===== src/rtl/mips_fetch_pkg.sv =====
// -----------------------------------------------------------------------------
// mips_fetch_pkg
// Shared definitions for the MIPS instruction-fetch stage:
//   - fetch_state_e     : fetch FSM states (request / wait for word / hold in skid)
//   - RESET_PC_DEFAULT  : default PC after reset
//   - NOP_WORD_DEFAULT  : default IF/ID filler word (sll $0,$0,0)
//   - OP_* / FUNCT_*    : bit positions of the opcode and function fields
// -----------------------------------------------------------------------------
package mips_fetch_pkg;

    typedef enum logic [1:0] {
        S_REQ  = 2'd0,
        S_WAIT = 2'd1,
        S_HOLD = 2'd2
    } fetch_state_e;

    localparam logic [31:0] RESET_PC_DEFAULT = 32'h0040_0000;
    localparam logic [31:0] NOP_WORD_DEFAULT = 32'h0000_0000;

    localparam int unsigned OP_MSB    = 31;
    localparam int unsigned OP_LSB    = 26;
    localparam int unsigned FUNCT_MSB = 5;
    localparam int unsigned FUNCT_LSB = 0;

endpackage


===== src/rtl/fetch_skid_buffer.sv =====
// -----------------------------------------------------------------------------
// fetch_skid_buffer
// One-entry holding register for an instruction word (and its PC+4) that came
// back from memory while the pipeline was stalled.
// Ports:
//   clk      in   rising-edge clock
//   rst_ni   in   asynchronous active-low reset (empties the entry)
//   load_i   in   capture word_i/pc4_i and mark the entry valid
//   drop_i   in   invalidate the entry (wins over load_i)
//   word_i   in   instruction word to hold
//   pc4_i    in   PC+4 belonging to word_i
//   valid_o  out  entry holds a word
//   word_o   out  held instruction word
//   pc4_o    out  held PC+4
// -----------------------------------------------------------------------------
module fetch_skid_buffer (
    input  logic        clk,
    input  logic        rst_ni,
    input  logic        load_i,
    input  logic        drop_i,
    input  logic [31:0] word_i,
    input  logic [31:0] pc4_i,
    output logic        valid_o,
    output logic [31:0] word_o,
    output logic [31:0] pc4_o
);

    logic        valid_q, valid_d;
    logic [31:0] word_q;
    logic [31:0] pc4_q;

    always_comb begin
        valid_d = valid_q;
        if (drop_i) begin
            valid_d = 1'b0;
        end else if (load_i) begin
            valid_d = 1'b1;
        end
    end

    always_ff @(posedge clk or negedge rst_ni) begin
        if (!rst_ni) begin
            valid_q <= 1'b0;
        end else begin
            valid_q <= valid_d;
        end
    end

    // Payload is qualified by valid_q, so it needs no reset.
    always_ff @(posedge clk) begin
        if (load_i) begin
            word_q <= word_i;
            pc4_q  <= pc4_i;
        end
    end

    assign valid_o = valid_q;
    assign word_o  = word_q;
    assign pc4_o   = pc4_q;

endmodule


===== src/rtl/fetch_stage.sv =====
// -----------------------------------------------------------------------------
// fetch_stage
// Instruction-fetch stage of the MIPS core. Owns the PC, issues one word read
// at a time to instruction memory (valid/ready request, valid-only in-order
// response), and fills the IF/ID register consumed by decode/control.
// Honours Stall from the hazard unit and Redirect from the execute stage.
//
// Optional feature macro: FETCH_ALIGN_CHECK_EN
//   defined   : a redirect to a non-word-aligned target sets the sticky
//               MisalignFault flag (cleared only by reset).
//   undefined : MisalignFault is tied to 0.
//   In both builds the PC is loaded with the target's low two bits cleared.
//
// Ports:
//   clk           in   rising-edge clock
//   reset         in   asynchronous active-low reset
//   Stall         in   hold IF/ID and PC
//   Redirect      in   load RedirectPC, flush IF/ID, abandon any fetch in flight
//   RedirectPC    in   redirect target address
//   ImemReqValid  out  request valid (address on ImemAddr)
//   ImemReqReady  in   memory accepts the request this cycle
//   ImemAddr      out  byte address of the request (= PC)
//   ImemRspValid  in   ImemRdata valid
//   ImemRdata     in   returned instruction word
//   IFID_Valid    out  IF/ID holds a live instruction
//   Instruction   out  IF/ID instruction word
//   PC_4          out  PC+4 of the IF/ID instruction
//   OP            out  Instruction[31:26]
//   Function      out  Instruction[5:0]
//   MisalignFault out  sticky misaligned-redirect flag
// -----------------------------------------------------------------------------
module fetch_stage
    import mips_fetch_pkg::*;
#(
    parameter logic [31:0] RESET_PC = RESET_PC_DEFAULT,
    parameter logic [31:0] NOP_WORD = NOP_WORD_DEFAULT
) (
    input  logic        clk,
    input  logic        reset,
    input  logic        Stall,
    input  logic        Redirect,
    input  logic [31:0] RedirectPC,
    output logic        ImemReqValid,
    input  logic        ImemReqReady,
    output logic [31:0] ImemAddr,
    input  logic        ImemRspValid,
    input  logic [31:0] ImemRdata,
    output logic        IFID_Valid,
    output logic [31:0] Instruction,
    output logic [31:0] PC_4,
    output logic [5:0]  OP,
    output logic [5:0]  Function,
    output logic        MisalignFault
);

    fetch_state_e state_q, state_d;
    logic [31:0]  pc_q, pc_d;
    logic         kill_q, kill_d;
    logic         ifid_valid_q, ifid_valid_d;
    logic [31:0]  instr_q, instr_d;
    logic [31:0]  pc4_q, pc4_d;

    logic         skid_load, skid_drop, skid_valid;
    logic [31:0]  skid_word, skid_pc4;

    logic [31:0]  pc_plus4;
    logic [31:0]  redirect_pc;

    assign pc_plus4    = pc_q + 32'd4;
    assign redirect_pc = RedirectPC & ~32'h3;

    fetch_skid_buffer u_skid (
        .clk     (clk),
        .rst_ni  (reset),
        .load_i  (skid_load),
        .drop_i  (skid_drop),
        .word_i  (ImemRdata),
        .pc4_i   (pc_plus4),
        .valid_o (skid_valid),
        .word_o  (skid_word),
        .pc4_o   (skid_pc4)
    );

    always_comb begin
        state_d      = state_q;
        pc_d         = pc_q;
        kill_d       = kill_q;
        // Without a load, a non-stalled cycle inserts a bubble.
        ifid_valid_d = Stall ? ifid_valid_q : 1'b0;
        instr_d      = instr_q;
        pc4_d        = pc4_q;
        skid_load    = 1'b0;
        skid_drop    = 1'b0;

        if (Redirect) begin
            pc_d         = redirect_pc;
            ifid_valid_d = 1'b0;
            instr_d      = NOP_WORD;
            skid_drop    = 1'b1;
            if (state_q == S_WAIT && ImemRspValid) begin
                // The outstanding word arrives now and is simply discarded:
                // nothing is left in flight, so no kill is needed.
                kill_d  = 1'b0;
                state_d = S_REQ;
            end else if (state_q == S_WAIT || (state_q == S_REQ && ImemReqReady)) begin
                // A request to the old path is (or is becoming) outstanding;
                // swallow its response before fetching the new target.
                kill_d  = 1'b1;
                state_d = S_WAIT;
            end else begin
                state_d = S_REQ;
            end
        end else begin
            case (state_q)
                S_REQ: begin
                    if (ImemReqReady) begin
                        state_d = S_WAIT;
                    end
                end
                S_WAIT: begin
                    if (ImemRspValid) begin
                        if (kill_q) begin
                            kill_d  = 1'b0;
                            state_d = S_REQ;
                        end else if (!Stall) begin
                            ifid_valid_d = 1'b1;
                            instr_d      = ImemRdata;
                            pc4_d        = pc_plus4;
                            pc_d         = pc_plus4;
                            state_d      = S_REQ;
                        end else begin
                            skid_load = 1'b1;
                            state_d   = S_HOLD;
                        end
                    end
                end
                S_HOLD: begin
                    if (!Stall && skid_valid) begin
                        ifid_valid_d = 1'b1;
                        instr_d      = skid_word;
                        pc4_d        = skid_pc4;
                        pc_d         = pc_plus4;
                        skid_drop    = 1'b1;
                        state_d      = S_REQ;
                    end
                end
                default: begin
                    state_d = S_REQ;
                end
            endcase
        end
    end

    always_ff @(posedge clk or negedge reset) begin
        if (!reset) begin
            state_q      <= S_REQ;
            pc_q         <= RESET_PC;
            kill_q       <= 1'b0;
            ifid_valid_q <= 1'b0;
            instr_q      <= NOP_WORD;
            pc4_q        <= 32'h0;
        end else begin
            state_q      <= state_d;
            pc_q         <= pc_d;
            kill_q       <= kill_d;
            ifid_valid_q <= ifid_valid_d;
            instr_q      <= instr_d;
            pc4_q        <= pc4_d;
        end
    end

`ifdef FETCH_ALIGN_CHECK_EN
    logic misalign_q, misalign_d;

    always_comb begin
        misalign_d = misalign_q;
        if (Redirect && (RedirectPC[1:0] != 2'b00)) begin
            misalign_d = 1'b1;
        end
    end

    always_ff @(posedge clk or negedge reset) begin
        if (!reset) begin
            misalign_q <= 1'b0;
        end else begin
            misalign_q <= misalign_d;
        end
    end

    assign MisalignFault = misalign_q;
`else
    assign MisalignFault = 1'b0;
`endif

    // Gated by reset so no request is presented while reset is held.
    assign ImemReqValid = reset && (state_q == S_REQ);
    assign ImemAddr     = pc_q;
    assign IFID_Valid   = ifid_valid_q;
    assign Instruction  = instr_q;
    assign PC_4         = pc4_q;
    assign OP           = instr_q[OP_MSB:OP_LSB];
    assign Function     = instr_q[FUNCT_MSB:FUNCT_LSB];

endmodule


===== config.mk =====
export PLATFORM = sky130hd
export DESIGN_NAME = fetch_stage
export DESIGN_NICKNAME = d
export VERILOG_FILES = /design/src/rtl/mips_fetch_pkg.sv /design/src/rtl/fetch_skid_buffer.sv /design/src/rtl/fetch_stage.sv
export SDC_FILE = /design/constraint.sdc
export NUM_CORES = 1
export LEC_CHECK = 0
export ABC_CLOCK_PERIOD_IN_PS = 2800
export CAP_MARGIN = 20
export CORE_UTILIZATION = 47
export CTS_BUF_LIST = sky130_fd_sc_hd__clkbuf_8
export DETAILED_ROUTE_END_ITERATION = 16
export PLACE_DENSITY = 0.9
export SLEW_MARGIN = 10
export SYNTH_ARGS = -nofsm -noshare
export SYNTH_HDL_FRONTEND = slang
export SYNTH_SLANG_ARGS = --single-unit

===== constraint.sdc =====
create_clock -name clk -period 2.8 [get_ports clk]
set_clock_uncertainty 0.1 [all_clocks]
set_input_delay 0.28 -clock clk [delete_from_list [all_inputs] [get_ports clk]]
set_output_delay 0.28 -clock clk [all_outputs]
set_load 0.02 [all_outputs]

; Yosys cells after proc, flatten, opt, wreduce, memory -nomap -nowiden
; Cells that the tools add are included.
; Widths: inputs -> output; s select.
[word_totals]
in_bits = 70
ff_bits = 165
elab_cells = 84
out_inout_bits = 111
[classes]
n_eq_ne = 12
bitwise = 1
reduce_logical = 16
mux = 45
n_addsub = 1
[op_table]
columns = cell, n
row1 = $mux 32, 11
row2 = $pmux 32 s2, 3
row3 = $add 32x3->32 const B, 1
row4 = $mux 1, 23
row5 = $ne 3x3->1 const B, 5
row6 = $mux 2, 6
row7 = $ne 2x2->1 const B, 4
row8 = $reduce_bool 2->1, 4
row9 = $pmux 2 s3, 1
row10 = $reduce_and 3->1, 2
row11 = $reduce_and 6->1, 1
row12 = $reduce_and 5->1, 1
row13 = $logic_and 1x1->1, 4
row14 = $ne 3x1->1 const B, 1
row15 = $reduce_bool 3->1, 1
row16 = $eq 2x1->1 const B, 1
row17 = $eq 2x2->1 const B, 1
row18 = $logic_not 2->1, 1
row19 = $pmux 1 s2, 1
row20 = $logic_not 1->1, 1
row21 = $logic_or 1x1->1, 1
row22 = $not 1->1, 1

; Depth between registers and ports, before layout
; Gate-level depths: netlist of run 1.
[depth]
depth_word = 7
mapped_depth = 10
ltp_nobuf = 7

; Cells and area by module
; Synthesis of run 1 repeated with hierarchy kept, for this count alone.
[unflattened]
hier_cells = 702
area_unflattened_um2 = 7738.7
[by_module_without_submodules]
columns = module, instances, area_per_inst_um2, cells_each, seq_area_each_um2
row1 = fetch_stage, 1, 5781.8, 636, 2453.6
row2 = fetch_skid_buffer, 1, 1956.9, 66, 1946.9

; Worst setup path after synthesis of run 1
; Ideal clock, no wire load.
[synth_path]
path_type = register -> register
startpoint = reg state_q[1]
endpoint = reg u_skid.valid_q, in the netlist u_skid.valid_o
setup_ns = 0.100
synth_period_minus_slack_ns = 2.962
required_time_ns = 2.600
n_path_buf = 0
path_stages_with_launch = 7
setup_slack_ns = -0.162
t_arrival_ns = 2.762
cell_sequence = dfrtp_1 inv_1 ha_1 nor4b_1 and2_1 nor2_1 a311oi_1
[synth_via]
elab_chain_cells = 4
word_cells_on_any_way = 8
cone_classes = eq/ne: 2 / mux: 5 / reduce/logical: 1
[synth_lines]
columns = element, line_no
row1 = start: declaration, fetch_stage.sv:56  ; fetch_state_e state_q, state_d;
row2 = start signal: assignment, fetch_stage.sv:163  ; state_q <= state_d;
row3 = $eq 2x1->1, fetch_stage.sv:114  ; case (state_q)
row4 = $mux 1, fetch_stage.sv:114
row5 = $mux 1, fetch_stage.sv:95  ; if (Redirect) begin
row6 = via skid_load, fetch_stage.sv:63  ; logic skid_load, skid_drop, skid_valid;
row7 = $reduce_bool 2->1 (no source line), n/a
row8 = end signal: assignment, fetch_skid_buffer.sv:45  ; valid_q <= valid_d;
row9 = end: declaration, fetch_skid_buffer.sv:28  ; logic valid_q, valid_d;
; The timed path passes the listed nets, and every way through them passes these cells.
; A chain may end at the register's enable or synchronous reset.

; Worst setup path in the final report of run 1
[layout_path]
startpoint = reg state_q[1]
endpoint = reg pc4_q[29], in the netlist PC_4[29]
[layout_via]
elab_chain_cells = 3
word_cells_on_any_way = 9
cone_classes = eq/ne: 6 / mux: 1 / reduce/logical: 2
[layout_lines]
columns = element, line_no
row1 = $eq 2x2->1 or $eq 2x1->1 (tied branches), fetch_stage.sv:114
row2 = $ne 2x2->1 (no source line) or $reduce_bool 2->1 (tied branches), n/a
row3 = $reduce_and 6->1 (no source line), n/a
row4 = end signal: assignment, fetch_stage.sv:168  ; pc4_q <= pc4_d;
row5 = end: declaration, fetch_stage.sv:61  ; logic [31:0] pc4_q, pc4_d;
; Several ways; a longest one is shown, not always the timed one.

==> flow_summary.json, run 1 <==
{
  "syn-instance-count": 674,
  "io_pins": 181,
  "initial_core_util_pct": 48.9,
  "regToRegEndpoint": "PC_4[29]",
  "postCtsSetupBuffers": 0,
  "reg2reg_depth": 6,
  "seq_area_frac_synth_pct": 56.8,
  "ff2ff_setup_slack_ns": 0.19,
  "fill_cells": 1161,
  "placementRows": 45,
  "holdPathStages": 3,
  "routed_wl_um": 18600,
  "synth_area_leaders": "dfrtp_1 (32%), edfxtp_1 (25%), mux2i_1 (5.6%), xnor2_1 (3.8%), a211oi_1 (3.3%)",
  "drt_iter0_drc": 508,
  "power_frac_seq_pct": 40.7,
  "grt_remaining_overflow": 0,
  "synth-edff-count": 62,
  "total_power_w": 0.00785,
  "final_common_cell": "clkdlybuf4s50_1",
  "cap_violations": 0,
  "hpwlAfterDp_um": 13100,
  "netlist_area_mm2": 0.00755,
  "grt_pass1_wl_um": 29900,
  "ys.flop_type": "dfrtp_1",
  "multi_input_area_mm2": 0.00294,
  "p_int_w": 0.00509,
  "status": "finished, final reports clean",
  "cpMaxStageDelayCell": "nor2_1",
  "ir_drop_mv": 0.438,
  "switching_share_pct": 35.1,
  "p_leak_nw": 3.74,
  "share_comb_of_total_power_pct": 36.8,
  "power.share.clock_pct": 22.5,
  "path_class": "reg2reg",
  "seq_area_mm2": 0.00429,
  "cts_inserted_buffers": 17,
  "max_freq_ghz": 0.383,
  "endpoint_kind": "register",
  "gp_congestion": 0.869,
  "worstSetupStartpoint": "state_q[1]",
  "synthXorXnorAreaFrac_pct": 6.36,
  "yosysTopAreaCell": "dfrtp_1",
  "hp-class": "in2reg",
  "tns_ns": 0,
  "port_buffers": 173,
  "fin_nets": 901,
  "hold_viol": 0,
  "worstHoldStart": "RedirectPC[22]",
  "critical_path_arrival_ns": 2.90,
  "drc_errors": 0,
  "cts_buffer_depth": 2,
  "grt_max_degree": 64,
  "vias_per_cell": 5.42,
  "fp.dieH_um": 129,
  "path_max_fanout": 15,
  "wl_per_cell_um": 17.7,
  "crit_path_end": "PC_4[29]",
  "cts_sinks": 159,
  "clk_pin_slew_ns": 0.08,
  "antenna_found_initial": 0,
  "synthAdderAreaFrac_pct": 0.994,
  "synth_warnings": 0,
  "power_switching_w": 0.00276,
  "finalCriticalPeriod_ns": 2.61,
  "tritoncts": "done",
  "drive_gt1_share_pct": 7.52,
  "crit_chain": "inv_1 -> ha_1 -> or2_2 -> nand4_1 -> nor2_1 -> a221o_1",
  "utilization_pct": 63.9,
  "core_mm2": 0.0154,
  "antenna_cells": 0,
  "whs_ns": 0.273,
  "p_per_area_mw_per_mm2": 796,
  "timing.final.crit_share_pct": 93.2,
  "start_kind": "register",
  "syn2layout_area_growth_pct": 30.6,
  "slew_headroom_pct": 28.6,
  "final_cell_mix": "clkdlybuf4s50_1 (171), dfrtp_1 (96), nand2_1 (63)",
  "critPathMaxStageDelay_ns": 0.84,
  "die_area_mm2": 0.0166,
  "htree_num_levels": 4,
  "synth_top_family_by_area": "simple AND/OR/NAND/NOR gates",
  "dr_total_vias": 5682,
  "rsz0062_at_grt": "no",
  "drtAntennaViolNets": 0,
  "slew_violations": 0,
  "die_w_um": 129,
  "clock_latency_ns": 0.46,
  "synthDistinctLibCells": 52,
  "synth-simple-area-share_pct": 15.2,
  "synth_compound_gate_area_share_pct": 10.2,
  "first_pass_iters": 5,
  "grt.total_usage_pct": 23.6,
  "required_ns": 3.09,
  "ys_ff_latch": 159,
  "synth_top_area_share_pct": 31.8,
  "setup_viol_count_final": 0,
  "first_global_vias": 5717,
  "synthMuxAreaShare_pct": 5.72,
  "cts_root_buf": "clkbuf_8",
  "syn_area_per_cell_um2": 11.2,
  "async_flop_share_pct": 61.0,
  "worstReg2RegStart": "state_q[1]",
  "tightestPinTransition_ns": 1.07
}
-- worst max-delay path: cells and delay by family (launching register included) --
kind	cells	cell delay, ns
buffers and inverters	1	0.14
AOI/OAI and AO/OA	1	0.28
adders and majority gates	1	0.42
DFF	1	0.42
and+or+nand+nor	3	1.19
-- cell usage after synthesis, drive strengths merged, types with 2 or more instances --
cell	number
a21oi	5
nand4	15
inv	12
clkbuf	36
nand2	63
buf	26
o21a	2
a311oi	2
nor3	19
mux2i	42
and3	19
a211oi	34
and2	11
a221o	8
nor4	8
a211o	9
nor2	52
ha	6
nand3	12
or3	2
o31ai	3
o211ai	2
edfxtp	62
xnor2	33
nand2b	3
o21ai	46
dfrtp	96
or2	5
and4	6
xor2	21
or4	3
nor2b	4
-- what timing repair did --
action | in CTS | in global routing
hold endpoints to repair | 97 | 0
gates resized for setup | 0 | 0
hold buffers | 2 | 0
-- kinds of logic after synthesis --
logic type | count (synthesis)
xor gates and xnor gates | 54
AOI/OAI and AO/OA | 114
DFF | 159
muxes | 43
adders and majority gates | 6
and+or+nand+nor | 223
buffers and inverters | 74
other | 1
-- metrics by stage --
| stage | area [um2] | instances | worst slack, ns |
|---|---|---|---|
| after floorplan | 7570 | 678 | 0.448 |
| after global placement | 9430 | 1015 | 0.265 |
| after detailed placement | 9430 | 1015 | 0.201 |
| after CTS | 9860 | 1049 | 0.211 |
| after global routing | 9860 | 1049 | 0.0127 |
| final | 9860 | 1049 | 0.190 |
-- state kept, by name, indices dropped and copies added, names as in the netlist --
name / cells
u_skid.word_o: 32
ImemAddr: 30
Instruction: 32
PC_4: 30
IFID_Valid: 1
state_q: 2
u_skid.pc4_o: 30
u_skid.valid_o: 1
kill_q: 1
-- area by class of cell --
type,instances,share of cell area (%)
flip-flops and latches,159,43.5
multi-input cells,445,29.8
repair buffers,190,19.3
well taps,211,2.68
clock buffers,18,2.51
clock inverters,14,1.68
inverters,12,0.457
-- power by group through the flow --
stage                     sequential, W  combinational (W)  clock (W)
after floorplan                 0.00360            0.00121          0
after global placement          0.00322            0.00280          0
after detailed placement        0.00324            0.00288          0
after CTS                       0.00320            0.00290    0.00178
after global routing            0.00325            0.00311    0.00187
final                           0.00319            0.00289    0.00177
-- worst min-delay path by stage --
stage               slack, ns        endpoint
floorplan               -0.12      IFID_Valid
global placement         0.25  Instruction[4]
detailed placement       0.26  Instruction[5]
CTS                      0.25    ImemAddr[22]
global route             0.28     ImemAddr[9]
finish                   0.27    ImemAddr[22]
-- routing by layer --
metal | track usage, % | up-vias | wire length [um]
met1 | 30.9 | 2713 | 7820
met4 | 11.6 | 0 | 695
met2 | 36.7 | 224 | 8670
met3 | 6.24 | 51 | 1380
met5 | 0 | - | 0
li1 | - | 2694 | -
Power figures use the tool's default switching activity.
==> run 2: changes to the inputs <==
--- a/config.mk
+++ b/config.mk
@@ -14,4 +14,5 @@
 export SLEW_MARGIN = 10
 export SYNTH_ARGS = -nofsm -noshare
 export SYNTH_HDL_FRONTEND = slang
+export SYNTH_HIERARCHICAL = 1
 export SYNTH_SLANG_ARGS = --single-unit
==> flow_summary.json, run 2 <==
{
  "p_int_w": 0.00500,
  "vias_per_cell": 5.49,
  "ff2ff_setup_slack_ns": 0.22,
  "timing.final.crit_share_pct": 92.0,
  "placementRows": 46,
  "synth_area_leaders": "dfrtp_1 (32%), edfxtp_1 (25%), mux2i_1 (4.9%), nand2_1 (3.8%), o21ai_0 (3.5%)",
  "yosysTopAreaCell": "dfrtp_1",
  "path_max_fanout": 10,
  "cts_sinks": 163,
  "drc_errors": 0,
  "drtAntennaViolNets": 0,
  "synthDistinctLibCells": 63,
  "wl_per_cell_um": 17.8,
  "die_area_mm2": 0.0170,
  "htree_num_levels": 4,
  "die_w_um": 130,
  "grt_max_degree": 70,
  "switching_share_pct": 36.3,
  "ys.flop_type": "dfrtp_1",
  "ir_drop_mv": 0.479,
  "synth_commonest_cells": "dfrtp_1 (98), nand2_1 (78), edfxtp_1 (64), nor2_1 (57), o21ai_0 (54)",
  "routed_wl_um": 19400,
  "tritoncts": "done",
  "power_switching_w": 0.00285,
  "hold_viol": 0,
  "worstReg2RegStart": "ImemAddr[3]",
  "p_per_area_mw_per_mm2": 779,
  "p_leak_nw": 3.81,
  "clock_latency_ns": 0.47,
  "synth_warnings": 6,
  "syn-instance-count": 702,
  "setup_viol_count_final": 0,
  "tightestPinTransition_ns": 0.786,
  "ys_ff_latch": 163,
  "syn2layout_area_growth_pct": 30.2,
  "start_kind": "register",
  "yosysMostFrequentCell": "dfrtp_1",
  "cap_violations": 0,
  "critical_path_arrival_ns": 2.88,
  "final_common_cell": "clkdlybuf4s50_1",
  "power_frac_seq_pct": 41.6,
  "required_ns": 3.10,
  "share_comb_of_total_power_pct": 37.4,
  "async_flop_share_pct": 60.7,
  "synth-edff-count": 64,
  "dr_total_vias": 5990,
  "grt_pass1_wl_um": 31200,
  "antenna_found_initial": 1,
  "slew_violations": 0,
  "power.share.clock_pct": 21.0,
  "io_pins": 181,
  "gp_congestion": 0.847,
  "fp.dieH_um": 130,
  "finalCriticalPeriod_ns": 2.58,
  "seq_area_frac_synth_pct": 56.9,
  "max_freq_ghz": 0.388,
  "antenna_cells": 0,
  "first_global_vias": 6055,
  "crit_path_end": "PC_4[22]",
  "hpwlAfterDp_um": 13600,
  "worstSetupStartpoint": "ImemAddr[3]",
  "cts_buffer_depth": 2,
  "synth_top_area_share_pct": 31.7,
  "syn_area_per_cell_um2": 11.0,
  "status": "finished, final reports clean",
  "regToRegEndpoint": "PC_4[22]",
  "cts_inserted_buffers": 17,
  "tns_ns": 0,
  "utilization_pct": 63.0,
  "final_cell_mix": "clkdlybuf4s50_1 (173), dfrtp_1 (98), nand2_1 (78)",
  "total_power_w": 0.00785,
  "drive_gt1_share_pct": 9.03,
  "initial_core_util_pct": 48.4,
  "cts_root_buf": "clkbuf_8",
  "reg2reg_depth": 6,
  "grt.total_usage_pct": 24.4,
  "grt_remaining_overflow": 0,
  "hp-class": "in2reg",
  "netlist_area_mm2": 0.00774,
  "first_pass_iters": 5,
  "endpoint_kind": "register",
  "post_cts_resize_count": 0,
  "slew_headroom_pct": 47.6,
  "rsz0062_at_grt": "no",
  "port_buffers": 175,
  "clk_pin_slew_ns": 0.09,
  "path_class": "reg2reg",
  "core_mm2": 0.0160,
  "fin_nets": 938,
  "drt_iter0_drc": 382
}
[run 2: cell count changes after synthesis, moves of 6 or more]
cell      before  now
and2_1        11    3
a211o_1        9    3
nand2_1       63   78
nand2b_1       3   11
nor3_1        17   11
clkbuf_1      36   30
xnor2_1       33   25
o21ai_0       37   54
[run 2: repair_timing]
action / CTS / global route
buffers inserted: 0 / 0
endpoints found under the hold margin: 99 / 0
hold buffers: 2 / 0
[run 2: worst max-delay path, stage by stage (launching register included)]
cell     delay [ns]
dfrtp_1        0.42
ha_1           0.24
nand3_1        0.13
or4_1          0.78
or4_4          0.49
a31o_1         0.24
o21ai_2        0.11
[run 2: layout make-up]
| cell class | instances | area, um2 |
|---|---|---|
| fill | 1315 | 5920 |
| multi-input combinational | 468 | 3020 |
| clock buffer | 18 | 248 |
| sequential | 163 | 4400 |
| inverter | 11 | 41.3 |
| clock inverter | 14 | 128 |
| timing repair buffer | 201 | 1970 |
| tap | 216 | 270 |
[run 2: power groups by stage]
stage               Clock [W]  Combinational, W  Sequential (W)
floorplan                   0           0.00122         0.00369
global placement            0           0.00287         0.00329
detailed placement          0           0.00296         0.00330
CTS                   0.00168           0.00296         0.00326
global route          0.00178           0.00317         0.00332
finish                0.00165           0.00294         0.00326
[run 2: metal layers]
metal  track usage (%)  vias to the layer above  routed length (um)
met5                 0                        -                  13
met4              10.5                        2                 481
met1              30.5                     2891                7950
met2              40.5                      244                9640
met3              6.03                       37                1320
li1                  -                     2816                   -
[run 2: how the worst min path moves through the flow]
stage | cells after the start | start | slack, ns | to
2_1_floorplan | 0 | reset | -0.12 | IFID_Valid
3_3_place_gp | 2 | reset | 0.36 | Instruction[8]
5_1_grt | 3 | RedirectPC[30] | 0.25 | ImemAddr[30]
4_1_cts | 3 | RedirectPC[30] | 0.23 | ImemAddr[30]
3_5_place_dp | 2 | reset | 0.37 | PC_4[22]
6_report | 3 | RedirectPC[30] | 0.26 | ImemAddr[30]
[run 2: per-stage QoR]
step	hold WS (ns)	setup WS, ns	instances	cell area (um2)
global placement	0.360	0.317	1057	9680
detailed placement	0.367	0.271	1057	9680
floorplan	-0.116	0.346	706	7750
finish	0.260	0.224	1091	10100
CTS	0.233	0.249	1091	10100
global route	0.251	0.0757	1091	10100
[run 2: cell families (layout without fill, tap and decap cells)]
family | Yosys count | in the layout | share of synthesized area, %
multiplexers | 39 | 39 | 5.06
AO/OA/AOI/OAI | 136 | 136 | 11.6
XOR/XNOR | 48 | 48 | 5.43
buffers and inverters | 75 | 244 | 4.62
flip-flops | 163 | 163 | 56.9
adder cells (fa/ha/maj) | 6 | 6 | 0.970
AND/OR/NAND/NOR | 234 | 234 | 15.4
other | 1 | 5 | 0.0485
